File: src/rtl/debounce_arbiter.sv
// debounce_arbiter
//   Four push buttons share a single debounce timer. Each raw pin goes through
//   a two-flop synchroniser. One pressed button at a time is granted the timer,
//   chosen in round-robin order. A debounced press emits a one-cycle click and
//   updates an 8-bit LED counter: btn0 adds 1, btn1 subtracts 1, btn2 clears
//   the counter and btn3 adds 16. The counter wraps modulo 256.
//
// Handshake: none. The inputs are free-running button levels, and click is a
//   single-cycle strobe with no back-pressure.
//
// Ports
//   clk      in   1  system clock; all logic updates on the rising edge
//   reset    in   1  synchronous, active-high
//   button   in   4  raw asynchronous button pins
//   click    out  4  one-hot, 1-cycle pulse for each debounced press
//   grant    out  2  index of the button that owns the timer (valid when busy)
//   busy     out  1  the timer is owned (FSM is not idle)
//   outleds  out  8  LED counter value
module debounce_arbiter #(
  parameter logic [31:0] DEBOUNCE_DELAY = 32'd500_000,
  parameter bit          ACTIVE_LOW     = 1'b1
) (
  input  logic       clk,
  input  logic       reset,
  input  logic [3:0] button,
  output logic [3:0] click,
  output logic [1:0] grant,
  output logic       busy,
  output logic [7:0] outleds
);

  typedef enum logic [1:0] {IDLE, COUNT, FIRE, RELEASE} state_t;

  localparam logic [31:0] LAST = DEBOUNCE_DELAY - 32'd1;

  state_t      state, state_nx;
  logic [3:0]  sync1, pressed;
  logic [31:0] timer, timer_nx;
  logic [1:0]  rr_ptr, rr_nx, grant_nx, pick;
  logic [7:0]  leds_nx;
  logic        any_pressed;

  // Round-robin pick. The loop scans from the farthest offset down to offset 0,
  // so the pressed button nearest rr_ptr is the one that wins.
  always_comb begin
    any_pressed = |pressed;
    pick        = rr_ptr;
    for (int k = 3; k >= 0; k--) begin
      if (pressed[rr_ptr + 2'(k)]) pick = rr_ptr + 2'(k);
    end
  end

  always_comb begin
    state_nx = state;
    timer_nx = timer;
    rr_nx    = rr_ptr;
    grant_nx = grant;
    case (state)
      IDLE: begin
        if (any_pressed) begin
          grant_nx = pick;
          state_nx = COUNT;
          timer_nx = '0;
        end
      end
      COUNT: begin
        if (!pressed[grant]) begin
          // The press bounced away before it was stable, so abort with no click.
          state_nx = IDLE;
          rr_nx    = grant + 2'd1;
          timer_nx = '0;
        end else if (timer == LAST) begin
          state_nx = FIRE;
          timer_nx = '0;
        end else begin
          timer_nx = timer + 32'd1;
        end
      end
      FIRE: begin
        state_nx = RELEASE;
        timer_nx = '0;
      end
      RELEASE: begin
        // The release must stay stable for the full delay. Any re-press
        // restarts the wait.
        if (pressed[grant]) begin
          timer_nx = '0;
        end else if (timer == LAST) begin
          state_nx = IDLE;
          rr_nx    = grant + 2'd1;
          timer_nx = '0;
        end else begin
          timer_nx = timer + 32'd1;
        end
      end
      default: begin
        state_nx = IDLE;
        timer_nx = '0;
      end
    endcase
  end

  always_comb begin
    leds_nx = outleds;
    if (state == FIRE) begin
      case (grant)
        2'd0:    leds_nx = outleds + 8'd1;
        2'd1:    leds_nx = outleds - 8'd1;
        2'd2:    leds_nx = 8'd0;
        default: leds_nx = outleds + 8'd16;
      endcase
    end
  end

  assign click = (state == FIRE) ? (4'b0001 << grant) : 4'b0000;
  assign busy  = (state != IDLE);

  always_ff @(posedge clk) begin
    if (reset) begin
      sync1   <= '0;
      pressed <= '0;
      state   <= IDLE;
      timer   <= '0;
      rr_ptr  <= '0;
      grant   <= '0;
      outleds <= '0;
    end else begin
      // The synchroniser stores the "pressed" polarity, so a value of 0
      // always means released.
      sync1   <= button ^ {4{ACTIVE_LOW}};
      pressed <= sync1;
      state   <= state_nx;
      timer   <= timer_nx;
      rr_ptr  <= rr_nx;
      grant   <= grant_nx;
      outleds <= leds_nx;
    end
  end

endmodule

File: config.mk
export PLATFORM = sky130hd
export DESIGN_NAME = debounce_arbiter
export DESIGN_NICKNAME = d
export VERILOG_FILES = /design/src/rtl/debounce_arbiter.sv
export SDC_FILE = /design/constraint.sdc
export NUM_CORES = 1
export LEC_CHECK = 0
export CORE_ASPECT_RATIO = 0.75
export CORE_MARGIN = 5
export CORE_UTILIZATION = 53
export DETAILED_ROUTE_END_ITERATION = 12
export PLACE_DENSITY = 0.78
export SYNTH_ARGS = -nofsm -noshare
export SYNTH_HDL_FRONTEND = slang
export SYNTH_SLANG_ARGS = --single-unit
File: constraint.sdc
create_clock -name clk -period 2.4 [get_ports clk]
set_clock_uncertainty 0.15 [all_clocks]
set_input_delay 0.36 -clock clk [delete_from_list [all_inputs] [get_ports clk]]
set_output_delay 0.36 -clock clk [all_outputs]
set_load 0.005 [all_outputs]
==> flow_summary.ini, run 1 <==
[outcome]
status = complete, no violations

[power_and_ir_drop]
combPwrFrac_pct = 13.0
swShare_pct = 24.7
p_switching_mw = 0.436
power_density_nw_per_um2 = 449
sequentialPowerShare_pct = 52.6
pwr-share-clk_pct = 34.4
vdd_drop_max_uv = 433
p_int_mw = 1.33
leakagePower_nw = 1.45

[global_routing]
grt_pass1_wl_um = 13300
track_usage_pct = 20.6
grt_util_met3_pct = 2.99
antenna_found_initial = 0
met2_usage_pct = 32.2
grt_overflow = 0
grt_pass1_vias = 2863
grt_max_degree = 36
grtUsageMet1_pct = 30.4
grt_busiest_layer = met2

[route]
vias = 3159
routed_wl_um = 8110
first_iter_violations = 262
postRouteAntennaNets = 0
first_pass_iters = 5
wl_per_cell_um = 15.3
drc_errors = 0
avgViaCountPerCell = 5.97

[clock_network]
cts_buffer_depth = 2
cts-root-buf = clkbuf_8
clk-insertion-delay-late_ps = 310
cts_tree = done
cts.clk_slew.worst_paths_ps = 100
ctsHoldBuffers = 0
cts_buffers = 5
cts.sink_count = 54
cts.htree.levels = 2

[floorplanning]
die_h_um = 76.9
die_area_um2 = 7630
start_util_pct = 54.6
chipWidth_um = 99.2
pin_count = 21
rows = 24
core_um2 = 5800

[logic_synthesis]
synth-seq-cells = 54
async_reset_ff_share_pct = 0
ys_seq_area_share_pct = 34.2
syn_avg_cell_area_um2 = 7.88
netlist_instances = 401
synth-edff-count = 0
ys_warn_count = 0
syn_nets = 419
synthFlopType = dfxtp_1
synthDistinctLibCells = 57
syn-cell-area_um2 = 3160

[timing]
period_needed_ps = 2310
finalSetupViolations = 0
worst_slew_pin_slew_ps = 470
final_hold_viol_count = 0
report.final.slew_viol_count = 0
hold_slack_ps = 295
slew_headroom_pct = 68.5
finalCritPeriodShare_pct = 96.4
rsz0062_at_grt = yes
max_freq_mhz = 432

[finish]
area.growth.synth_to_final_pct = 24.3
post-route-util_pct = 67.8
stdcell_area_um2 = 3930
finalNetCount = 468
antenna_cells = 0
final_layout_size_suffix_gt1_share_pct = 20.4

[worst_setup_path]
cp_slowest_cell = or4_4
worst_path_largest_cell_delay_ps = 550
path_cells = ha_4 > nand3_2 > or4_4 > nor4_4 > nand3_2 > o31a_1 > a31oi_1
critPathKind = flip-flop to flip-flop
reg2reg_setup_slack_ps = 90
critPathArrivalTime_ps = 2400
crit_path_max_fanout = 4
cp_top_family = simple AND/OR/NAND/NOR gates
cp-end-kind = flip-flop
worst_ep_required_time_ps = 2490
cp-start-kind = flip-flop
cpMostUsedCell = nand3_2
worst-path-buf-inv = 0

[placed_design]
numPortBuffers = 20
dpl.hpwl_um = 5660
gp_routability_congestion = 0.847
place_area_um2 = 3640

[worst_hold_path]
hold_path_class = flip-flop to flip-flop

[run]
cap_violations = 0
==> worst reg2reg max path, cell delays in order, from the launching register on <==
cell,delay (ps)
dfxtp_4,380
ha_4,150
nand3_2,110
or4_4,550
nor4_4,320
nand3_2,150
o31a_1,300
a31oi_1,140
==> logic make-up after synthesis <==
family | count (synthesis) | share of synthesized area [%]
fa+ha+maj | 12 | 4.75
flops | 54 | 34.2
xor+xnor | 8 | 2.22
simple gates | 177 | 29.9
buf+inv | 37 | 5.74
compound gates | 105 | 20.3
mux | 8 | 2.93
==> Yosys cell counts, types with 8 or more instances <==
cell,n,area share [%]
a21oi_1,35,5.5
a31oi_1,15,3.0
clkbuf_1,11,1.3
dfxtp_1,54,34
ha_1,12,4.7
inv_1,18,2.1
nand2_1,39,4.6
nand3_1,22,3.5
nor2_1,41,4.9
nor2b_1,8,1.6
o21ai_0,20,3.2
or3_2,10,2.4
==> registers in the layout, summed over array words and instances, names as in the netlist, named ones only <==
signal   flops
grant        2
outleds      8
pressed      4
rr_ptr       2
state        1
sync1        4
timer       32
==> layout make-up <==
class | count | area (um^2)
multi-input cells | 310 | 2000
repair buffers | 61 | 568
clock buffers | 5 | 68.8
inverters | 18 | 67.6
flip-flops and latches | 54 | 1090
clock inverters | 3 | 40.0
fillers | 461 | 1860
well taps | 78 | 97.6
==> per-stage QoR <==
step	TNS, ps	cells	worst slack [ps]	power, mW
after floorplan	0	401	21.7	1.08
after global placement	-3.37	515	-3.37	1.16
after detailed placement	-208	515	-59.9	1.16
after CTS	0	523	11.4	1.76
after global routing	-103	529	-35.9	1.84
final	0	529	86.9	1.77
==> metal layers <==
metal	vias to the layer above	wire length [um]
li1	1543	-
met1	1477	3820
met2	131	3690
met3	8	536
met4	0	63
met5	-	0
==> placed cells by master, fill, tap and decap left out, types with 4 or more instances in the layout <==
cell             count
a31oi_1             15
and3_1               6
nand2_1             39
o22ai_1              6
inv_1               16
nor2b_1              8
dfxtp_1             49
nor3_1               6
xnor2_1              4
ha_1                 7
or3_1                7
and2_1               5
buf_4               37
mux2i_1              7
clkdlybuf4s50_1     20
clkbuf_8             5
nand3_1             21
nor2_1              41
o21ai_0             19
xor2_1               4
a21oi_1             35
or3_2               10
nand4_1              4
a22oi_1              5
==> final timing paths <==
| path | from | end | depth (start not counted) |
|---|---|---|---|
| worst max-delay path | timer[0]$_SDFFE_PP0N_ | timer[28]$_SDFFE_PP0N_ | 7 |
| worst min-delay path | sync1[3]$_SDFF_PP0_ | pressed[3]$_SDFF_PP0_ | 1 |
| worst max register to register | timer[0]$_SDFFE_PP0N_ | timer[28]$_SDFFE_PP0N_ | 7 |
| worst min register to register | sync1[3]$_SDFF_PP0_ | pressed[3]$_SDFF_PP0_ | 1 |
==> repair_timing <==
action	4_1_cts	5_1_grt
resized for setup	6	23
cloned	0	2
pin swaps	0	7
buffers inserted	0	4
setup endpoints to repair	9	20
==> power by group through the flow <==
stage / clock network, mW / registers (mW) / logic [mW]
after global placement: 0 / 0.950 / 0.206
after floorplan: 0 / 0.949 / 0.133
after detailed placement: 0 / 0.951 / 0.212
final: 0.607 / 0.929 / 0.229
after global routing: 0.656 / 0.933 / 0.253
after CTS: 0.616 / 0.930 / 0.214
(Power assumes the default switching activity.)
==> run 2, diff against run 1 <==
--- a/config.mk
+++ b/config.mk
@@ -10,6 +10,7 @@
 export CORE_UTILIZATION = 53
 export DETAILED_ROUTE_END_ITERATION = 12
 export PLACE_DENSITY = 0.78
+export SETUP_SLACK_MARGIN = 0.4
 export SYNTH_ARGS = -nofsm -noshare
 export SYNTH_HDL_FRONTEND = slang
 export SYNTH_SLANG_ARGS = --single-unit
==> run 2 against run 1 <==
The flow now finishes with violations (setup timing). Sequential power is essentially flat. Clock power up 3%. Via count grew 12%. Power grew 2.8%. Final area grew 12%. Register-to-register slack worse by 97 ps.
==> flow_summary.ini, run 2 (synthesis gave the netlist of run 1 again) <==
[outcome]
status = finished with violations
failed_checks = setup timing

[worst_setup_path]
cpMostUsedCell = buf_6
path_cells = mux4_2 > xnor2_2 > nand3b_4 > buf_6 > nor2_4 > buf_6 > buf_12 > clkbuf_16 > a21oi_2 > o21ai_1
critPathArrivalTime_ps = 2500
r2r-start = grant[0]$_SDFFE_PP0P_
cp_slowest_cell = mux4_2
worst_path_largest_cell_delay_ps = 560
crit_path_max_fanout = 6
reg2reg_setup_slack_ps = -10
r2r-end = timer[22]$_SDFFE_PP0N_
rr_worst_depth = 10
cp-end-kind = flip-flop
cp-start-kind = flip-flop
critPathKind = flip-flop to flip-flop
worst_ep_required_time_ps = 2490

[timing]
rsz0062_at_grt = yes
finalSetupViolations = 1
slew_headroom_pct = 72.2
final_hold_viol_count = 0
finalCritPeriodShare_pct = 100
period_needed_ps = 2410
report.final.slew_viol_count = 0
hold_slack_ps = 290
setup_slack_ps = -9.58
max_freq_mhz = 415
worst_slew_pin_slew_ps = 416

[floorplanning]
die_area_um2 = 7630
chipWidth_um = 99.2
pin_count = 21
rows = 24
core_um2 = 5800
die_h_um = 76.9
start_util_pct = 54.6

[route]
vias = 3549
wl_per_cell_um = 19.1
first_pass_iters = 8
postRouteAntennaNets = 0
routed_wl_um = 10300
avgViaCountPerCell = 6.57
first_iter_violations = 412
drc_errors = 0

[finish]
regMostFlops = timer
area.growth.synth_to_final_pct = 39.8
largest_register_ffs = 32
num-fill-cells = 344
reg_top3 = timer: 32 flops, outleds: 8 flops
mostFrequentLayoutCell = nor2_1
final_layout_size_suffix_gt1_share_pct = 35.1
layout_common_cells = 39 x nor2_1, 37 x nand2_1, 32 x buf_4
finalNetCount = 479
antenna_cells = 0

[global_routing]
grt_overflow = 0
grt_pass1_vias = 2958
grt_max_degree = 27
track_usage_pct = 22.8
grt_util_met3_pct = 3.35
antenna_found_initial = 0
grt_pass1_wl_um = 14400
grtUsageMet1_pct = 32.4
met2_usage_pct = 35.1
grt_busiest_layer = met2

[worst_hold_path]
hold-path-endpoint = pressed[0]$_SDFF_PP0_
hold_path_class = flip-flop to flip-flop
hold_depth = 1
worstHoldStart = sync1[0]$_SDFF_PP0_

[power_and_ir_drop]
sequentialPowerShare_pct = 51.2
vdd_drop_max_uv = 391
leakagePower_nw = 1.62
p_switching_mw = 0.476
power_mw = 1.82
p_int_mw = 1.34
power_density_nw_per_um2 = 411
combPwrFrac_pct = 14.5
swShare_pct = 26.2
pwr-share-clk_pct = 34.3

[clock_network]
cts_buffer_depth = 2
cts-root-buf = clkbuf_8
cts.htree.levels = 2
cts.sink_count = 54
cts_buffers = 5
clk-insertion-delay-late_ps = 320
cts_tree = done
cts.clk_slew.worst_paths_ps = 100

[run]
cap_violations = 0

[placed_design]
numPortBuffers = 20
gp_routability_congestion = 0.838
dpl.hpwl_um = 5160
run 2: cell types whose count changed in the layout (fill, tap and decap cells not counted), sizes merged:
cell	previous run	this run
buf	39	51
clkbuf	7	6
clkdlybuf4s50	20	19
dlygate4sd2	0	1
run 2: worst max path at each step:
stage | from | endpoint | depth (start not counted)
6_report | grant[0]$_SDFFE_PP0P_ | timer[22]$_SDFFE_PP0N_ | 10
5_1_grt | grant[0]$_SDFFE_PP0P_ | timer[27]$_SDFFE_PP0N_ | 10
4_1_cts | grant[0]$_SDFFE_PP0P_ | timer[22]$_SDFFE_PP0N_ | 7
3_5_place_dp | grant[0]$_SDFFE_PP0P_ | timer[7]$_SDFFE_PP0N_ | 6
3_3_place_gp | grant[0]$_SDFFE_PP0P_ | timer[13]$_SDFFE_PP0N_ | 6
2_1_floorplan | grant[0]$_SDFFE_PP0P_ | timer[28]$_SDFFE_PP0N_ | 8
run 2: timing repair:
| item | 4_1_cts | 5_1_grt |
|---|---|---|
| pin swaps | 31 | 28 |
| endpoints found under the setup margin | 45 | 48 |
| gates resized for setup | 56 | 82 |
| buffers inserted | 13 | 13 |
| cloned | 1 | 1 |
| hold buffers | 0 | 0 |
run 2: metrics by stage:
stage | TNS, ps | instance area [um^2] | setup WS [ps] | utilization [%] | cells
after floorplan | 0 | 3190 | 97.0 | - | 401
final | -9.58 | 4420 | -9.58 | 76.3 | 540
after global placement | 0 | 3570 | 29.1 | 61.6 | 504
after global routing | -655 | 4420 | -71.0 | 76.3 | 540
after detailed placement | -16.9 | 3570 | -16.9 | 61.6 | 504
after CTS | 0 | 4000 | 144 | 69.0 | 526
run 2: worst max-delay path, delay by kind of cell (launching register included):
| family | cells | cell delay [ps] |
|---|---|---|
| muxes | 1 | 560 |
| and+or+nand+nor | 2 | 360 |
| DFF | 1 | 360 |
| buffers and inverters | 4 | 510 |
| xor gates and xnor gates | 1 | 180 |
| AOI/OAI and AO/OA | 2 | 190 |
run 2: cell type report:
cell class | count | area, um^2 | area share [%]
Tap cell | 78 | 97.6 | 2.21
Clock buffer | 5 | 68.8 | 1.56
Timing Repair Buffer | 72 | 741 | 16.8
Sequential cell | 54 | 1140 | 25.7
Inverter | 18 | 70.1 | 1.59
Multi-Input combinational cell | 310 | 2270 | 51.3
Clock inverter | 3 | 40.0 | 0.906
run 2: power groups by stage:
stage / clock network, mW / logic, mW / registers, mW
2_1_floorplan: 0 / 0.136 / 0.948
3_3_place_gp: 0 / 0.199 / 0.951
3_5_place_dp: 0 / 0.204 / 0.953
4_1_cts: 0.613 / 0.227 / 0.934
5_1_grt: 0.660 / 0.285 / 0.932
6_report: 0.623 / 0.264 / 0.929
run 2: routing by layer:
| layer | share of wire, % | wire length [um] |
|---|---|---|
| met1 | 41 | 4260 |
| met3 | 11 | 1100 |
| met5 | 0 | 0 |
| met2 | 45 | 4610 |
| met4 | 3.6 | 369 |
==> run 3, diff against run 2 <==
--- a/config.mk
+++ b/config.mk
@@ -9,7 +9,7 @@
 export CORE_MARGIN = 5
 export CORE_UTILIZATION = 53
 export DETAILED_ROUTE_END_ITERATION = 12
-export PLACE_DENSITY = 0.78
+export PLACE_DENSITY_LB_ADDON = 0.15
 export SETUP_SLACK_MARGIN = 0.4
 export SYNTH_ARGS = -nofsm -noshare
 export SYNTH_HDL_FRONTEND = slang
==> run 3 against run 2 <==
The flow still finishes with violations (setup timing). Die area unchanged. Fmax increased by 0.26%. Largest cell class unchanged. Critical path type unchanged. Combinational power grew 16%. Non-clock buffer count increased by 17.
==> flow_summary.ini, run 3 (synthesis gave the netlist of run 1 again) <==
[route]
first_pass_iters = 7
postRouteAntennaNets = 0
first_iter_violations = 382
avgViaCountPerCell = 6.22
routed_wl_um = 10300
vias = 3464
wl_per_cell_um = 18.4
drc_errors = 0

[floorplanning]
die_h_um = 76.9
core_um2 = 5800
chipWidth_um = 99.2
pin_count = 21
start_util_pct = 54.6
die_area_um2 = 7630
rows = 24

[timing]
finalCritPeriodShare_pct = 100
max_freq_mhz = 416
report.final.slew_viol_count = 0
hold_slack_ps = 291
slew_headroom_pct = 25.6
finalSetupViolations = 1
period_needed_ps = 2400
final.setup.tns_ps = -3.30
worst_slew_pin_slew_ps = 1110
final_hold_viol_count = 0
setup_slack_ps = -3.30
rsz0062_at_grt = yes

[global_routing]
antenna_found_initial = 0
track_usage_pct = 23.6
grt_overflow = 0
grt_pass1_wl_um = 14700
grt_max_degree = 17
grt_pass1_vias = 3021

[finish]
antenna_cells = 0
seqCellArea_um2 = 1100
reg_top3 = timer: 32 flops, outleds: 8 flops
num-fill-cells = 338
area.growth.synth_to_final_pct = 45.3
multiInputGateArea_um2 = 2330
stdcell_area_um2 = 4590
finalNetCount = 496
mostFrequentLayoutCell = buf_4
regMostFlops = timer
layout_common_cells = 49 x buf_4, 40 x dfxtp_1, 37 x nand2_1
largest_register_ffs = 32
final_layout_size_suffix_gt1_share_pct = 36.5

[clock_network]
cts_tree = done
clk-insertion-delay-late_ps = 310
cts.clk_slew.worst_paths_ps = 90
cts.sink_count = 54
cts.htree.levels = 2
cts-root-buf = clkbuf_8
cts_buffers = 5
ctsHoldBuffers = 0
cts_buffer_depth = 2

[run]
cap_violations = 0

[outcome]
status = finished with violations
failed_checks = setup timing

[placed_design]
dpl.hpwl_um = 5810
place_area_um2 = 3680
numPortBuffers = 20
place_ws_ps = -20.2
gp_routability_congestion = 0.857

[worst_setup_path]
critPathArrivalTime_ps = 2490
cp-start-kind = flip-flop
worst_ep_required_time_ps = 2490
cp-end-kind = flip-flop
critPathKind = flip-flop to flip-flop
crit_path_max_fanout = 15

[power_and_ir_drop]
vdd_drop_max_uv = 445
p_switching_mw = 0.476
leakagePower_nw = 1.77
p_int_mw = 1.48
power_mw = 1.95
power_density_nw_per_um2 = 425
swShare_pct = 24.3
combPwrFrac_pct = 15.7
pwr-share-clk_pct = 36.7
sequentialPowerShare_pct = 47.6

[worst_hold_path]
hold_path_class = flip-flop to flip-flop
-- run 3: cell types whose count changed in the layout (fill, tap and decap cells not counted), sizes merged --
cell	change
bufinv	+1
dlymetal6s2s	+2
clkdlybuf4s50	-4
buf	+20
clkinv	-1
dlygate4sd2	-1
-- run 3: path summary, 6_finish.rpt --
path                               from               endpoint  slack [ps]  cells after the start
setup reg to reg  grant[0]$_SDFFE_PP0P_  timer[6]$_SDFFE_PP0N_          -3                      8
hold / removal      sync1[0]$_SDFF_PP0_  pressed[0]$_SDFF_PP0_         290                      1
setup / recovery  grant[0]$_SDFFE_PP0P_  timer[6]$_SDFFE_PP0N_          -3                      8
hold reg to reg     sync1[0]$_SDFF_PP0_  pressed[0]$_SDFF_PP0_         290                      1
-- run 3: critical path: stages (launching register included) --
cell,delay [ps]
dfxtp_4,370
mux4_2,550
xnor2_2,180
nand3b_4,170
buf_6,140
nor2_4,210
buf_6,210
o21ai_0,140
a31oi_1,200
-- run 3: metrics by stage --
| step | utilization [%] | std cells |
|---|---|---|
| 6_report | 79.3 | 557 |
| 5_1_grt | 79.3 | 557 |
| 4_1_cts | 73.2 | 547 |
| 3_5_place_dp | 63.6 | 519 |
| 3_3_place_gp | 63.6 | 519 |
| 2_1_floorplan | - | 401 |
-- run 3: timing repair --
action / CTS / global route
setup buffers: 17 / 9
pin swaps: 38 / 35
endpoints found under the setup margin: 44 / 51
cloned: 3 / 1
resized for setup: 67 / 76
-- run 3: layer usage --
metal / vias to the layer above / routed length, um / share of wire, % / global-route usage [%]
met5: - / 0 / 0 / 0
met3: 39 / 875 / 8.5 / 5.26
met1: 1621 / 4240 / 41 / 31.6
met4: 0 / 347 / 3.4 / 6.28
li1: 1600 / - / - / -
met2: 204 / 4810 / 47 / 38.1
-- run 3: area by class of cell --
cell class                 count  area share (%)
clock buffer                   5            1.50
clock inverter                 3            1.39
inverter                      18            1.58
multi-input combinational    310            50.7
sequential                    54            24.0
tap                           78            2.12
timing repair buffer          89            18.7
-- run 3: power by group through the flow --
stage / clock, mW / combinational, mW / sequential (mW)
after floorplan: 0 / 0.136 / 0.948
after global placement: 0 / 0.213 / 0.948
after detailed placement: 0 / 0.219 / 0.949
after CTS: 0.721 / 0.268 / 0.928
after global routing: 0.765 / 0.330 / 0.932
final: 0.717 / 0.307 / 0.929
==> patch, RTL diff (config.mk and constraints of run 1) <==
Register the input `button` before use. The logic sees it one clock later.
--- a/src/rtl/debounce_arbiter.sv
+++ b/src/rtl/debounce_arbiter.sv
@@ -32,6 +32,12 @@
   typedef enum logic [1:0] {IDLE, COUNT, FIRE, RELEASE} state_t;
 
   localparam logic [31:0] LAST = DEBOUNCE_DELAY - 32'd1;
+
+  logic [3:0] button_q;
+
+  always_ff @(posedge clk) begin
+    button_q <= button;
+  end
 
   state_t      state, state_nx;
   logic [3:0]  sync1, pressed;
@@ -127,7 +133,7 @@
     end else begin
       // The synchroniser stores the "pressed" polarity, so a value of 0
       // always means released.
-      sync1   <= button ^ {4{ACTIVE_LOW}};
+      sync1   <= button_q ^ {4{ACTIVE_LOW}};
       pressed <= sync1;
       state   <= state_nx;
       timer   <= timer_nx;
Formal check against the unedited RTL: not equivalent (Yosys sat finds a counterexample within 4 cycles, from zero or initial values and one cycle with reset high).
==> patch against run 1 <==
Fmax shrank 0.55%; sequential cell count rose by 4; final area up 3.9%; area after synthesis is 4.4% higher; wire length grew 7.1%; total power increased by 34%; worst setup slack lost 0.013 ns; critical endpoint is now click[1].
==> patch: results (changes against run 1) <==
\begin{tabular}{lr}
\hline
Metric & Value \\
\hline
\multicolumn{2}{l}{\textbf{Critical path}} \\
\quad Crit path arrival time & 1.82 ns (-0.58 ns) \\
\quad Critical-path top delay cell & clkdlybuf4s50\_1 \\
\quad Top Family by Delay on Critical Path & buffers and inverters \\
\quad Maximum fanout encountered on the critical timing path & 5 (+1) \\
\quad Maximum cell stage delay along the critical path & 0.51 ns (-0.04 ns) \\
\multicolumn{2}{l}{\textbf{Global routing}} \\
\quad Pin count of the biggest net entering global routing & 38 (+5.6\%) \\
\quad Via count of the first global-routing pass & 2938 (+2.6\%) \\
\quad Number of antenna violations at the first check in global routing & 0 (unchanged) \\
\quad Total routing resource utilization after global routing & 22.3\% (+1.7 points) \\
\quad Wire length of the first global-routing pass & 14.4 mm (+7.8\%) \\
\multicolumn{2}{l}{\textbf{CTS}} \\
\quad Clock latency on the worst-skew pair & 0.35 ns (+0.04 ns) \\
\quad Clock slew seen by the registers of the worst setup and hold paths & 0.07 ns (-0.03 ns) \\
\quad Number of clock buffers inserted by TritonCTS & 9 (+4) \\
\quad Number of H-tree levels & 3 (+1) \\
\multicolumn{2}{l}{\textbf{Drt}} \\
\quad Number of DRC markers in iteration 0 & 290 (+11\%) \\
\quad Vias & 3330 (+5.4\%) \\
\quad Average routed wire per standard cell & 16.1 um (+5.3\%) \\
\quad Number of routed nets with antenna violations & 0 (unchanged) \\
\multicolumn{2}{l}{\textbf{Placement}} \\
\quad Post-DP HPWL & 5.99 mm (+5.7\%) \\
\quad Final weighted congestion in routability-driven placement & 0.885 (+4.5\%) \\
\quad Cell count after placement & 521 (+1.2\%) \\
\multicolumn{2}{l}{\textbf{Logic synthesis}} \\
\quad Leading post-synthesis cells by cell area & dfxtp\_1, nand2\_1, ha\_1, o21ai\_0, nor4\_1 \\
\quad Asr flop ratio synth & 0\% (unchanged) \\
\quad Share of the yosys chip area belonging to registers & 35.2\% (+0.97 points) \\
\quad Total of warnings raised by yosys & 0 (unchanged) \\
\quad Number of distinct library cells after synthesis & 64 (+12\%) \\
\quad Net count of the mapped netlist & 432 (+3.1\%) \\
\quad Commonest cells post-synth & dfxtp\_1, nand2\_1, nor2\_1 \\
\quad Synthesized area per cell & 7.96 um2 (+0.91\%) \\
\multicolumn{2}{l}{\textbf{Timing}} \\
\quad Tightest slew margin relative to the limit & 65.1\% (-3.3 points) \\
\multicolumn{2}{l}{\textbf{Hold path}} \\
\quad Class of the tightest hold or removal check & reg2reg \\
\multicolumn{2}{l}{\textbf{Power and ir drop}} \\
\quad P\_leak & 1.51 nW (+3.9\%) \\
\quad Max rail drop VDD & 0.000578 V (+33\%) \\
\multicolumn{2}{l}{\textbf{Finish}} \\
\quad Post-layout nets & 472 (+0.85\%) \\
\quad Filler cell count in the final layout & 464 (+0.65\%) \\
\quad Ratio of cells with drive above 1 in the final layout & 17.6\% (-2.8 points) \\
\quad Fin cells & 538 (+1.7\%) \\
\multicolumn{2}{l}{\textbf{Outcome}} \\
\quad Status & finished clean \\
\hline
\end{tabular}
## patch: routing by layer
metal	track usage [%]	vias to the layer above	part of all wire (%)
li1	-	1612	-
met1	32.9	1528	48
met2	31.4	181	42
met3	6.02	9	9.4
met4	7.04	0	0.68
met5	0	-	0
## patch: repair_timing
action                                  CTS  global route
endpoints found under the setup margin    2            20
pin swaps                                 0             0
gates resized for setup                   2            22
buffers inserted                          0             1
hold endpoints to repair                  0             0
## patch: per-stage QoR
step	total power [W]	cell area [um2]	hold slack (ns)	util (%)	setup slack, ns
6_report	0.00236	4080	0.234	68.7	0.0741
5_1_grt	0.00246	4080	0.249	68.7	-0.0354
4_1_cts	0.00237	3990	0.238	67.0	0.0305
3_5_place_dp	0.00124	3730	0.226	62.8	0.0183
3_3_place_gp	0.00124	3730	0.220	62.8	0.0860
2_1_floorplan	0.00117	3300	0.218	-	-0.00442
## patch: cell families (layout without fill, tap and decap cells)
family | Yosys count | after routing | share of synthesized area [%]
xor gates and xnor gates | 6 | 6 | 1.82
adders and majority gates | 12 | 12 | 4.47
DFF | 58 | 58 | 35.2
and+or+nand+nor | 183 | 183 | 29.7
buffers and inverters | 43 | 88 | 5.76
AOI/OAI and AO/OA | 101 | 101 | 18.9
muxes | 12 | 12 | 4.09
## patch: final timing paths
path | startpoint | to | slack (ns) | cells past startpoint
worst max-delay path | grant[0] | click[1] | 0.07 | 5
worst min-delay path | button_q[3] | sync1[3] | 0.23 | 1
worst max register to register | grant[0] | timer[29] | 0.13 | 7
worst min register to register | button_q[3] | sync1[3] | 0.23 | 1
## patch: power by group
part	internal (W)	total [W]	switching (W)
Clock	0.000698	0.00113	0.000431
Sequential	0.000984	0.00101	0.0000213
Combinational	0.0000971	0.000228	0.000131
## patch: area by class of cell
cell class	count	area, um2	area share (%)
clock inverters	7	125	3.06
inverters	20	75.1	1.84
flip-flops and latches	58	1170	28.6
clock buffers	9	124	3.03
well taps	78	97.6	2.39
multi-input cells	314	2040	50.0
repair buffers	52	453	11.1
